[src/rtl/tamagotchi_fsm.sv]
// Virtual-pet core. Four needs (salud, energia, hambre, diversion), each a
// 0..5 level. Buttons select or feed a need, levels decay over time, and the
// current state code plus a 7-segment digit are driven out registered.

// Next level of one need: a feed takes precedence over a decay tick that
// lands on the same cycle. Both directions saturate.
module tamagotchi_need #(
  parameter logic [2:0] MAX_LEVEL = 3'd5
) (
  input  logic [2:0] lvl_i,
  input  logic       feed_i,
  input  logic       decay_i,
  output logic [2:0] lvl_o
);

  // Saturating +1 on feed, otherwise saturating -1 on decay.
  always_comb begin
    lvl_o = lvl_i;
    if (feed_i) begin
      if (lvl_i < MAX_LEVEL) lvl_o = lvl_i + 3'd1;
    end else if (decay_i) begin
      if (lvl_i != 3'd0) lvl_o = lvl_i - 3'd1;
    end
  end

endmodule

module tamagotchi_fsm #(
  parameter int unsigned DECAY_CYCLES      = 50_000_000,
  parameter int unsigned TEST_DECAY_CYCLES = 8,
  parameter int unsigned IDLE_TIMEOUT      = 250_000_000,
  parameter logic [2:0]  HOLD_COUNT        = 3'd5,
  parameter logic [2:0]  INIT_LEVEL        = 3'd3
) (
  input  logic       clk,
  input  logic       btn_reset,
  input  logic       btn_salud,
  input  logic       btn_energia,
  input  logic       btn_hambre,
  input  logic       btn_diversion,
  input  logic       btn_test,
  input  logic [2:0] count_reset,
  input  logic [2:0] count_test,
  output logic [2:0] display_out,
  output logic [6:0] seg_display
);

  localparam int NUM_NEEDS = 4;
  localparam int NUM_BTNS  = NUM_NEEDS + 1;  // needs in [3:0], test in [4]
  localparam int DCW       = $clog2(DECAY_CYCLES);
  localparam int ICW       = $clog2(IDLE_TIMEOUT + 1);
  localparam logic [DCW-1:0] DEC_LAST = DCW'(DECAY_CYCLES - 1);
  localparam logic [DCW-1:0] TST_LAST = DCW'(TEST_DECAY_CYCLES - 1);
  localparam logic [ICW-1:0] IDLE_MAX = ICW'(IDLE_TIMEOUT);

  typedef enum logic [2:0] {
    S_IDLE      = 3'b000,
    S_SALUD     = 3'b001,
    S_ENERGIA   = 3'b010,
    S_HAMBRE    = 3'b011,
    S_DIVERSION = 3'b100,
    S_ALERT     = 3'b111
  } state_e;

  function automatic logic [6:0] seg_of(input logic [2:0] v);
    case (v)
      3'd0:    seg_of = 7'b0111111;
      3'd1:    seg_of = 7'b0000110;
      3'd2:    seg_of = 7'b1011011;
      3'd3:    seg_of = 7'b1001111;
      3'd4:    seg_of = 7'b1100110;
      3'd5:    seg_of = 7'b1101101;
      default: seg_of = 7'b0000000;
    endcase
  endfunction

  // ---------------- reset release synchronizer ----------------
  logic [1:0] rst_sync_q;
  logic       rst_n;

  // Assert asynchronously, release two clocks after btn_reset rises.
  always_ff @(posedge clk or negedge btn_reset) begin
    if (!btn_reset) rst_sync_q <= '0;
    else            rst_sync_q <= {rst_sync_q[0], 1'b1};
  end
  assign rst_n = rst_sync_q[1];

  // ---------------- button synchronizers + edge detect ----------------
  logic [NUM_BTNS-1:0] btn_raw, sync1_q, sync2_q, prev_q, press;
  logic [1:0]          vld_pipe;  // [1] set once sync2_q holds a real sample

  assign btn_raw = {btn_test, btn_diversion, btn_hambre, btn_energia, btn_salud};

  // prev_q is held at 1 until the chain is filled, so a button held through
  // reset release is seen as already-pressed rather than as a new press.
  always_ff @(posedge clk or negedge rst_n) begin
    if (!rst_n) begin
      sync1_q  <= '0;
      sync2_q  <= '0;
      prev_q   <= '1;
      vld_pipe <= '0;
    end else begin
      sync1_q  <= btn_raw;
      sync2_q  <= sync1_q;
      prev_q   <= vld_pipe[1] ? sync2_q : '1;
      vld_pipe <= {vld_pipe[0], 1'b1};
    end
  end
  assign press = vld_pipe[1] ? (sync2_q & ~prev_q) : '0;

  // ---------------- registered state ----------------
  state_e                     state_q, state_d;
  logic [NUM_NEEDS-1:0][2:0]  lvl_q, lvl_d, lvl_nx;
  logic [6:0]                 seg_q, seg_d;
  logic                       test_q, test_d;
  logic [DCW-1:0]             dec_cnt_q, dec_cnt_d;
  logic [ICW-1:0]             idle_cnt_q, idle_cnt_d;

  // ---------------- press decode ----------------
  logic                 press_any, sel_q, test_toggle, decay_tick, soft_rst;
  logic [1:0]           press_idx, cur_idx;
  logic [NUM_NEEDS-1:0] feed;

  assign press_any   = |press[NUM_NEEDS-1:0];
  assign sel_q       = (state_q != S_IDLE) && (state_q != S_ALERT);
  assign cur_idx     = 2'(state_q - 3'd1);
  assign soft_rst    = (count_reset >= HOLD_COUNT);
  assign test_toggle = press[NUM_BTNS-1] && (count_test >= HOLD_COUNT);
  assign decay_tick  = (dec_cnt_q == (test_q ? TST_LAST : DEC_LAST)) && !test_toggle;

  // Fixed priority salud > energia > hambre > diversion.
  always_comb begin
    press_idx = 2'd3;
    if      (press[0]) press_idx = 2'd0;
    else if (press[1]) press_idx = 2'd1;
    else if (press[2]) press_idx = 2'd2;
  end

  for (genvar g = 0; g < NUM_NEEDS; g++) begin : g_need
    assign feed[g] = press_any && sel_q && (press_idx == 2'(g)) && (cur_idx == 2'(g));
    tamagotchi_need u_need (
      .lvl_i   (lvl_q[g]),
      .feed_i  (feed[g]),
      .decay_i (decay_tick),
      .lvl_o   (lvl_nx[g])
    );
  end

  // Next state, levels, counters and the digit to display.
  always_comb begin
    logic       new_sel, any_zero, timeout;
    logic [1:0] new_idx;
    logic [2:0] lvl_min, shown;

    lvl_d      = lvl_nx;
    test_d     = test_q ^ test_toggle;
    dec_cnt_d  = (decay_tick || test_toggle) ? '0 : dec_cnt_q + DCW'(1);
    idle_cnt_d = press_any ? '0 :
                 (idle_cnt_q == IDLE_MAX) ? IDLE_MAX : idle_cnt_q + ICW'(1);
    timeout    = (idle_cnt_d == IDLE_MAX);

    new_sel = sel_q;
    new_idx = cur_idx;
    if (press_any) begin
      new_sel = 1'b1;
      new_idx = press_idx;
    end else if (timeout) begin
      new_sel = 1'b0;
    end

    if (soft_rst) begin
      lvl_d      = {NUM_NEEDS{INIT_LEVEL}};
      test_d     = 1'b0;
      dec_cnt_d  = '0;
      idle_cnt_d = '0;
      new_sel    = 1'b0;
    end

    any_zero = 1'b0;
    lvl_min  = lvl_d[0];
    for (int i = 0; i < NUM_NEEDS; i++) begin
      if (lvl_d[i] == 3'd0)   any_zero = 1'b1;
      if (lvl_d[i] < lvl_min) lvl_min  = lvl_d[i];
    end

    state_d = new_sel ? state_e'({1'b0, new_idx} + 3'd1)
                      : (any_zero ? S_ALERT : S_IDLE);
    shown   = new_sel ? lvl_d[new_idx] : lvl_min;
    seg_d   = seg_of(shown);
  end

  // Pet state registers; outputs come straight from these flops.
  always_ff @(posedge clk or negedge rst_n) begin
    if (!rst_n) begin
      state_q    <= S_IDLE;
      lvl_q      <= {NUM_NEEDS{INIT_LEVEL}};
      seg_q      <= seg_of(INIT_LEVEL);
      test_q     <= 1'b0;
      dec_cnt_q  <= '0;
      idle_cnt_q <= '0;
    end else begin
      state_q    <= state_d;
      lvl_q      <= lvl_d;
      seg_q      <= seg_d;
      test_q     <= test_d;
      dec_cnt_q  <= dec_cnt_d;
      idle_cnt_q <= idle_cnt_d;
    end
  end

  assign display_out = state_q;
  assign seg_display = seg_q;

endmodule

[config.mk]
export PLATFORM = sky130hd
export DESIGN_NAME = tamagotchi_fsm
export DESIGN_NICKNAME = d
export VERILOG_FILES = /design/src/rtl/tamagotchi_fsm.sv
export SDC_FILE = /design/constraint.sdc
export NUM_CORES = 1
export LEC_CHECK = 0
export ABC_AREA = 1
export CAP_MARGIN = 25
export CORE_ASPECT_RATIO = 1.75
export CORE_MARGIN = 2
export CORE_UTILIZATION = 40
export CTS_CLUSTER_DIAMETER = 120
export DETAILED_ROUTE_END_ITERATION = 10
export HOLD_SLACK_MARGIN = 0.06
export PLACE_DENSITY = 0.56
export SYNTH_ARGS = -nofsm -noshare
export SYNTH_HDL_FRONTEND = slang
export SYNTH_SLANG_ARGS = --single-unit
[constraint.sdc]
create_clock -name clk -period 4.1 [get_ports clk]
set_input_delay 0.41 -clock clk [delete_from_list [all_inputs] [get_ports clk]]
set_output_delay 0.41 -clock clk [all_outputs]
set_load 0.01 [all_outputs]
## After elaboration in Yosys (flattened, before gate mapping)

Cells that the tools add are included.

- $add $sub $neg: 12
- Order comparisons: 10
- Equality and inequality tests: 15
- Mux-type cells: 46
- Bitwise gates (word level): 3
- Reductions and logical operators: 27

Operator list:

| operator | count |
|---|---|
| $mux W28 | 3 |
| $mux W26 | 3 |
| $mux W3 | 23 |
| $eq A28 B28 Y1 const B | 2 |
| $pmux W7 S6 | 1 |
| $add A28 B1 Y28 const B | 1 |
| $add A26 B1 Y26 const B | 1 |
| $eq A26 B26 Y1 | 1 |
| $logic_not A3 Y1 | 5 |
| $reduce_bool A3 Y1 | 5 |
| $add A3 B1 Y3 const B | 4 |
| $logic_and A1 B1 Y1 | 12 |
| $lt A3 B3 Y1 const B | 4 |
| $mux W12 | 1 |
| $sub A3 B1 Y3 const B | 4 |
| $mux W5 | 2 |
| $lt A3 B3 Y1 | 3 |
| $mux W1 | 9 |
| $eq A2 B2 Y1 const B | 4 |
| $bmux W3 S2 | 1 |
| $eq A3 B2 Y1 const B | 2 |
| $eq A3 B3 Y1 const B | 2 |
| $ge A3 B3 Y1 const B | 2 |
| $mux W2 | 3 |
| other kinds (13) | 15 |

- Register bits: 96
- Bits of input ports: 13
- Output and inout bits: 10
- Word-level logic and storage cells: 127

## Longest topological paths before layout

- Word-level depth: 20
- Depth in mapped cells: 39
- Mapped depth without buffers: 39

## By module

A second synthesis with hierarchy kept.

- Cell total of the unflattened synthesis: 823
- Area total of the unflattened synthesis: 6134.6 um^2

Modules (own cells, without submodules):

| module | instances | cells each | area an instance (um^2) | seq. area each (um^2) |
|---|---|---|---|---|
| tamagotchi_fsm | 1 | 699 | 5424.0 | 2398.6 |
| tamagotchi_need | 4 | 31 | 177.7 | 0.0 |

## Least setup slack after synthesis

OpenSTA, ideal clock, no wires.

- Path type: flip-flop to flip-flop
- Start point: register state_q[0] (netlist: display_out[0])
- End point: register seg_q[5] (netlist: seg_display[5])
- Setup time: 117 ps
- Arrival: 4022 ps
- Data required time: 3983 ps
- Path slack: -39 ps
- Stages on the path, launching flop included: 37
- Path buffers: 0
- Period minus slack after synthesis: 4139 ps
- Path through: dfrtp_1 -> inv_1 -> ha_1 -> o21ai_1 -> inv_1 -> nor2_8 -> nand3_2 -> inv_2 -> nand3_2 -> o21ai_0 -> inv_1 -> nand2_1 -> ha_1 -> nand3_1 -> nand2_1 -> inv_2 -> nand2_2 -> nand2_1 -> o21a_1 -> inv_1 -> ha_1 -> inv_1 -> nor2_1 -> nand2_2 -> nand2_2 -> nand2_1 -> o21ai_1 -> inv_1 -> ha_1 -> a21oi_1 -> nand2_2 -> nand2_2 -> nand3_2 -> nand2_4 -> inv_2 -> nand2_2 -> nand2_1

- Word-level cells in the longest chain between the ends: 16
- Elaborated cells between the ends (all ways): 42
- Classes of those cells: 1 x add/sub; 3 x order compare; 9 x eq/ne; 16 x mux; 13 x reduce/logical

Ends and longest elaborated chain:

| element | line | source |
|---|---|---|
| start: declaration | 112 | `state_e state_q, state_d;` |
| start signal: assignment | 202 | `state_q <= state_d;` |
| branches (longest 13 deep; another with $lt A3 B3 Y1) | n/a |  |
| $mux W3 * | 188 | `shown = new_sel ? lvl_d[new_idx] : lvl_min;` |
| $eq A3 B3 Y1, or another cell as far along | 66 | `case (v)` |
| $pmux W7 S6 * | 66 |  |
| via seg_d[5] | 114 | `logic [6:0] seg_q, seg_d;` |
| end signal: assignment | 197 | `seg_q <= seg_of(INIT_LEVEL);` |
| end signal: assignment | 204 | `seg_q <= seg_d;` |
| end: declaration | 114 |  |

Mark *: on every way through the listed nets, which the timed path passes. The select of a mux whose other input is x is not followed.

## Worst setup path after layout

- Start point: register dec_cnt_q[1]
- End point: register seg_q[3] (netlist: seg_display[3])

- Word-level cells in the longest chain between the ends: 14
- Elaborated cells between the ends (all ways): 27
- Classes of those cells: 3 x order compare; 6 x eq/ne; 16 x mux; 2 x reduce/logical

Ends and longest elaborated chain:

| element | line | source |
|---|---|---|
| start: declaration | 116 | `logic [DCW-1:0] dec_cnt_q, dec_cnt_d;` |
| start signal: assignment | 206 | `dec_cnt_q <= dec_cnt_d;` |
| $eq A26 B26 Y1 * | 129 | `assign decay_tick = (dec_cnt_q == (test_q ? TST_LAST : DEC_LAST)) && !test_toggle;` |
| $logic_and A1 B1 Y1 * | 129 |  |
| $mux W3 | 21 | `end else if (decay_i) begin` |
| $mux W3 | 19 | `if (feed_i) begin` |
| $mux W12 * | 171 | `if (soft_rst) begin` |
| $lt A3 B3 Y1 | 183 | `if (lvl_d[i] < lvl_min) lvl_min = lvl_d[i];` |
| $mux W3 | 183 |  |
| $lt A3 B3 Y1 | 183 |  |
| $mux W3 | 183 |  |
| $lt A3 B3 Y1 | 183 |  |
| $mux W3 | 183 |  |
| $mux W3 * | 188 |  |
| $eq A3 B3 Y1, or another cell as far along | 66 |  |
| $pmux W7 S6 * | 66 |  |

Mark *: on every way between the ends. The rest lies on a longest branch, timed or not. The select of a mux whose other input is x is not followed.

==> metrics <==
outcome finished, violations left; violated checks negative setup slack; fillers between 1000 and 1500; DP Wirelength 11.51 mm; post-route cell area approximately 7700 sq um; pwr dens around 330 nW/um^2; Worst Path Arrival between 4 and 5 ns; syn avg cell area roughly 7.7 sq um; via count approximately 5600; Root Driver clkbuf_16; fin. max-slew vios 0; Hold WC Path Type flip-flop to asynchronous set/reset pin; Post-Place Cells 1041; kind of critical path flip-flop to flip-flop; Seq/Total Area, Yosys 0.3955; final hold vios 0; CP bufs+invs 6; RSZ-0062 raised after global routing true; Netlist cell types 51; required time at the worst-slack endpoint 4.39 ns; Reg clk slew, reported paths ~0.070 ns; GRT Total Usage 0.1956; Remaining DRCs 0; cell taking the most area after synthesis dfrtp_1; Hold Buf Count CTS 0; Commonest cells post-synth nand2_1 (153), nor2_1 (114), inv_1 (100); Top Ports 23; vias per cell ~5.1; flops & latches, synth 95; post-synthesis instance total roughly 790; antenna cell count 0; nature of the critical path startpoint flip-flop; Lkg Pwr approximately 3.7 nW; crit share post-route 1.051; EDFF count, synth 0; remaining global-route overflow 0; Finished Layout Cells between 1000 and 1500; Final setup viols 6; row cnt a little under 60; die area 16200 sq um; cell mode on critical path nand2_2; Final Wtd Congestion between 0.8 and 0.9; vias in the first global route around 6000; post-route worst setup slack -0.2083 ns; top-count cell post-synth nand2_1; largest net degree at the start of global routing 74; cell family with most CP delay simple AND/OR/NAND/NOR gates; Synth top area share 0.3218; CTS max path bufs 2; Initial Utilization 0.4087; initial DRC count 221; actual slew at the worst max-slew pin 0.7945 ns; first-pass GRT wire length roughly 26 mm; initial antenna violation count 0; Placed Area just under 7000 sq um; nets between 900 and 1000; CP Max Fanout 4; Setup WS pre-CTS -0.4584 ns; area of the multi-input gates around 3400 sq um; CTS tree done; DIE WIDTH about 97 um; clock buffers created by TritonCTS 9; Seq. cell area ~2400 sq um; Rel. slew slack 0.4691; ratio of cells with drive above 1 in the final layout 0.2722; Final Util 0.5215; top post-synthesis cells by area dfrtp_1 (32%), nand2_1 (9.5%), dfstp_2 (7.4%); H-Tree Depth 3; Die H 166.9 um; worst-path cell with the longest stage delay dfrtp_1; CP max stage delay 0.37 ns; MaxCap Viol Count 0; Max rail drop VDD 232.7 uV; drt wl/cell roughly 14 um; skew final 0.01007 ns; Clock Sink Count 95; yosys warns 0; router iterations before antenna repair 4; # port buffers 22; detailed-route wire length between 15 and 20 mm; Post-DRT Antenna Nets 0; Pwr Total about 2.5 mW; core box area between 10000 and 15000 sq um; clock latency on the worst-skew pair between 0.3 and 0.4 ns; setup TNS -0.9963 ns; Worst Setup End Kind flip-flop; Post-synth ARST share 1.000; Synth Cell Area a little over 6000 sq um; Fin Hold WS about 0.13 ns; Final min period around 4.3 ns; top_reg_cell synth dfrtp_1; Area Growth Syn to Fin 27.60%; f_max between 200 and 250 MHz
[cell families (layout without fill, tap and decap cells)]
family / Yosys count / count (layout) / share of synthesized area
AOI/OAI and AO/OA: 74 / 74 / 0.07056
xor gates and xnor gates: 28 / 28 / 0.04044
adders and majority gates: 30 / 30 / 0.06189
buffers and inverters: 132 / 250 / 0.08500
DFF: 95 / 95 / 0.3955
other: 1 / 2 / 0.0006183
and+or+nand+nor: 432 / 432 / 0.3460
[final timing paths]
kind,startpoint,slack (ns),cells after the start,to
worst max-delay path,dec_cnt_q[1],-0.21,35,seg_display[3]
worst min-delay path,rst_sync_q[1],0.13,0,dec_cnt_q[9]
worst max register to register,dec_cnt_q[1],-0.21,35,seg_display[3]
worst min register to register,rst_sync_q[1],0.13,0,dec_cnt_q[9]
max in group asynchronous,rst_sync_q[1],3.05,2,lvl_q[7]
min in group clk,sync1_q[3],0.34,0,sync2_q[3]
[final cells by class]
cell class                      count  share of cell area
Inverter                          120             0.05918
Timing Repair Buffer              114              0.1222
Tap cell                          183             0.02959
Clock buffer                       12             0.03185
Clock inverter                      4            0.009054
Multi-Input combinational cell    566              0.4375
Sequential cell                    95              0.3106
[state kept, by name (all words and copies together), names as in the netlist]
name and count:
lvl_q 12, prev_q 5, test_q 1, seg_display 6
sync1_q 5, sync2_q 5, display_out 3, dec_cnt_q 26
vld_pipe 2, rst_sync_q 2, idle_cnt_q 28
[where the power goes]
group / internal, mW / switching, mW
Clock: 0.550 / 0.349
Combinational: 0.239 / 0.332
Sequential: 1.01 / 0.0392
Total: 1.80 / 0.720
[per-layer routing]
layer	vias to the layer above	routed length, um	global-route usage
li1	2759	-	-
met1	2653	5830	0.1990
met2	104	8801	0.3747
met3	37	423	0.03273
met4	0	591	0.1010
met5	-	0	0
[placed cells by master, fill, tap and decap left out, types with 3 or more instances in the layout]
master / netlist / routed
xor2_1: 17 / 17
ha_1: 30 / 25
o21ai_0: 23 / 21
nand4_1: 17 / 17
nand3_1: 42 / 36
dfstp_2: 17 / 17
nand2_2: 17 / 24
nand3_2: 9 / 14
a21oi_4: 1 / 3
clkdlybuf4s50_1: 0 / 22
dfrtp_1: 78 / 76
buf_4: 2 / 88
clkbuf_16: 0 / 9
a21oi_2: 0 / 3
inv_4: 0 / 3
nor3_1: 32 / 32
o21ai_2: 3 / 6
nand3_4: 2 / 3
nor3b_1: 5 / 5
nor2_2: 8 / 13
or2_2: 7 / 7
ha_4: 0 / 4
o21ai_1: 4 / 3
nand2_4: 2 / 5
nor2_4: 5 / 9
inv_2: 15 / 20
nor2_1: 114 / 105
a21oi_1: 30 / 25
clkinv_1: 5 / 5
nand2_1: 153 / 143
xnor2_1: 11 / 11
inv_1: 100 / 92
nor4_1: 8 / 8
[repair_timing]
action | CTS | global route
gates resized for setup | 16 | 51
pin swaps | 19 | 48
endpoints found under the setup margin | 6 | 6
setup buffers | 24 | 14
(Power assumes the default switching activity.)
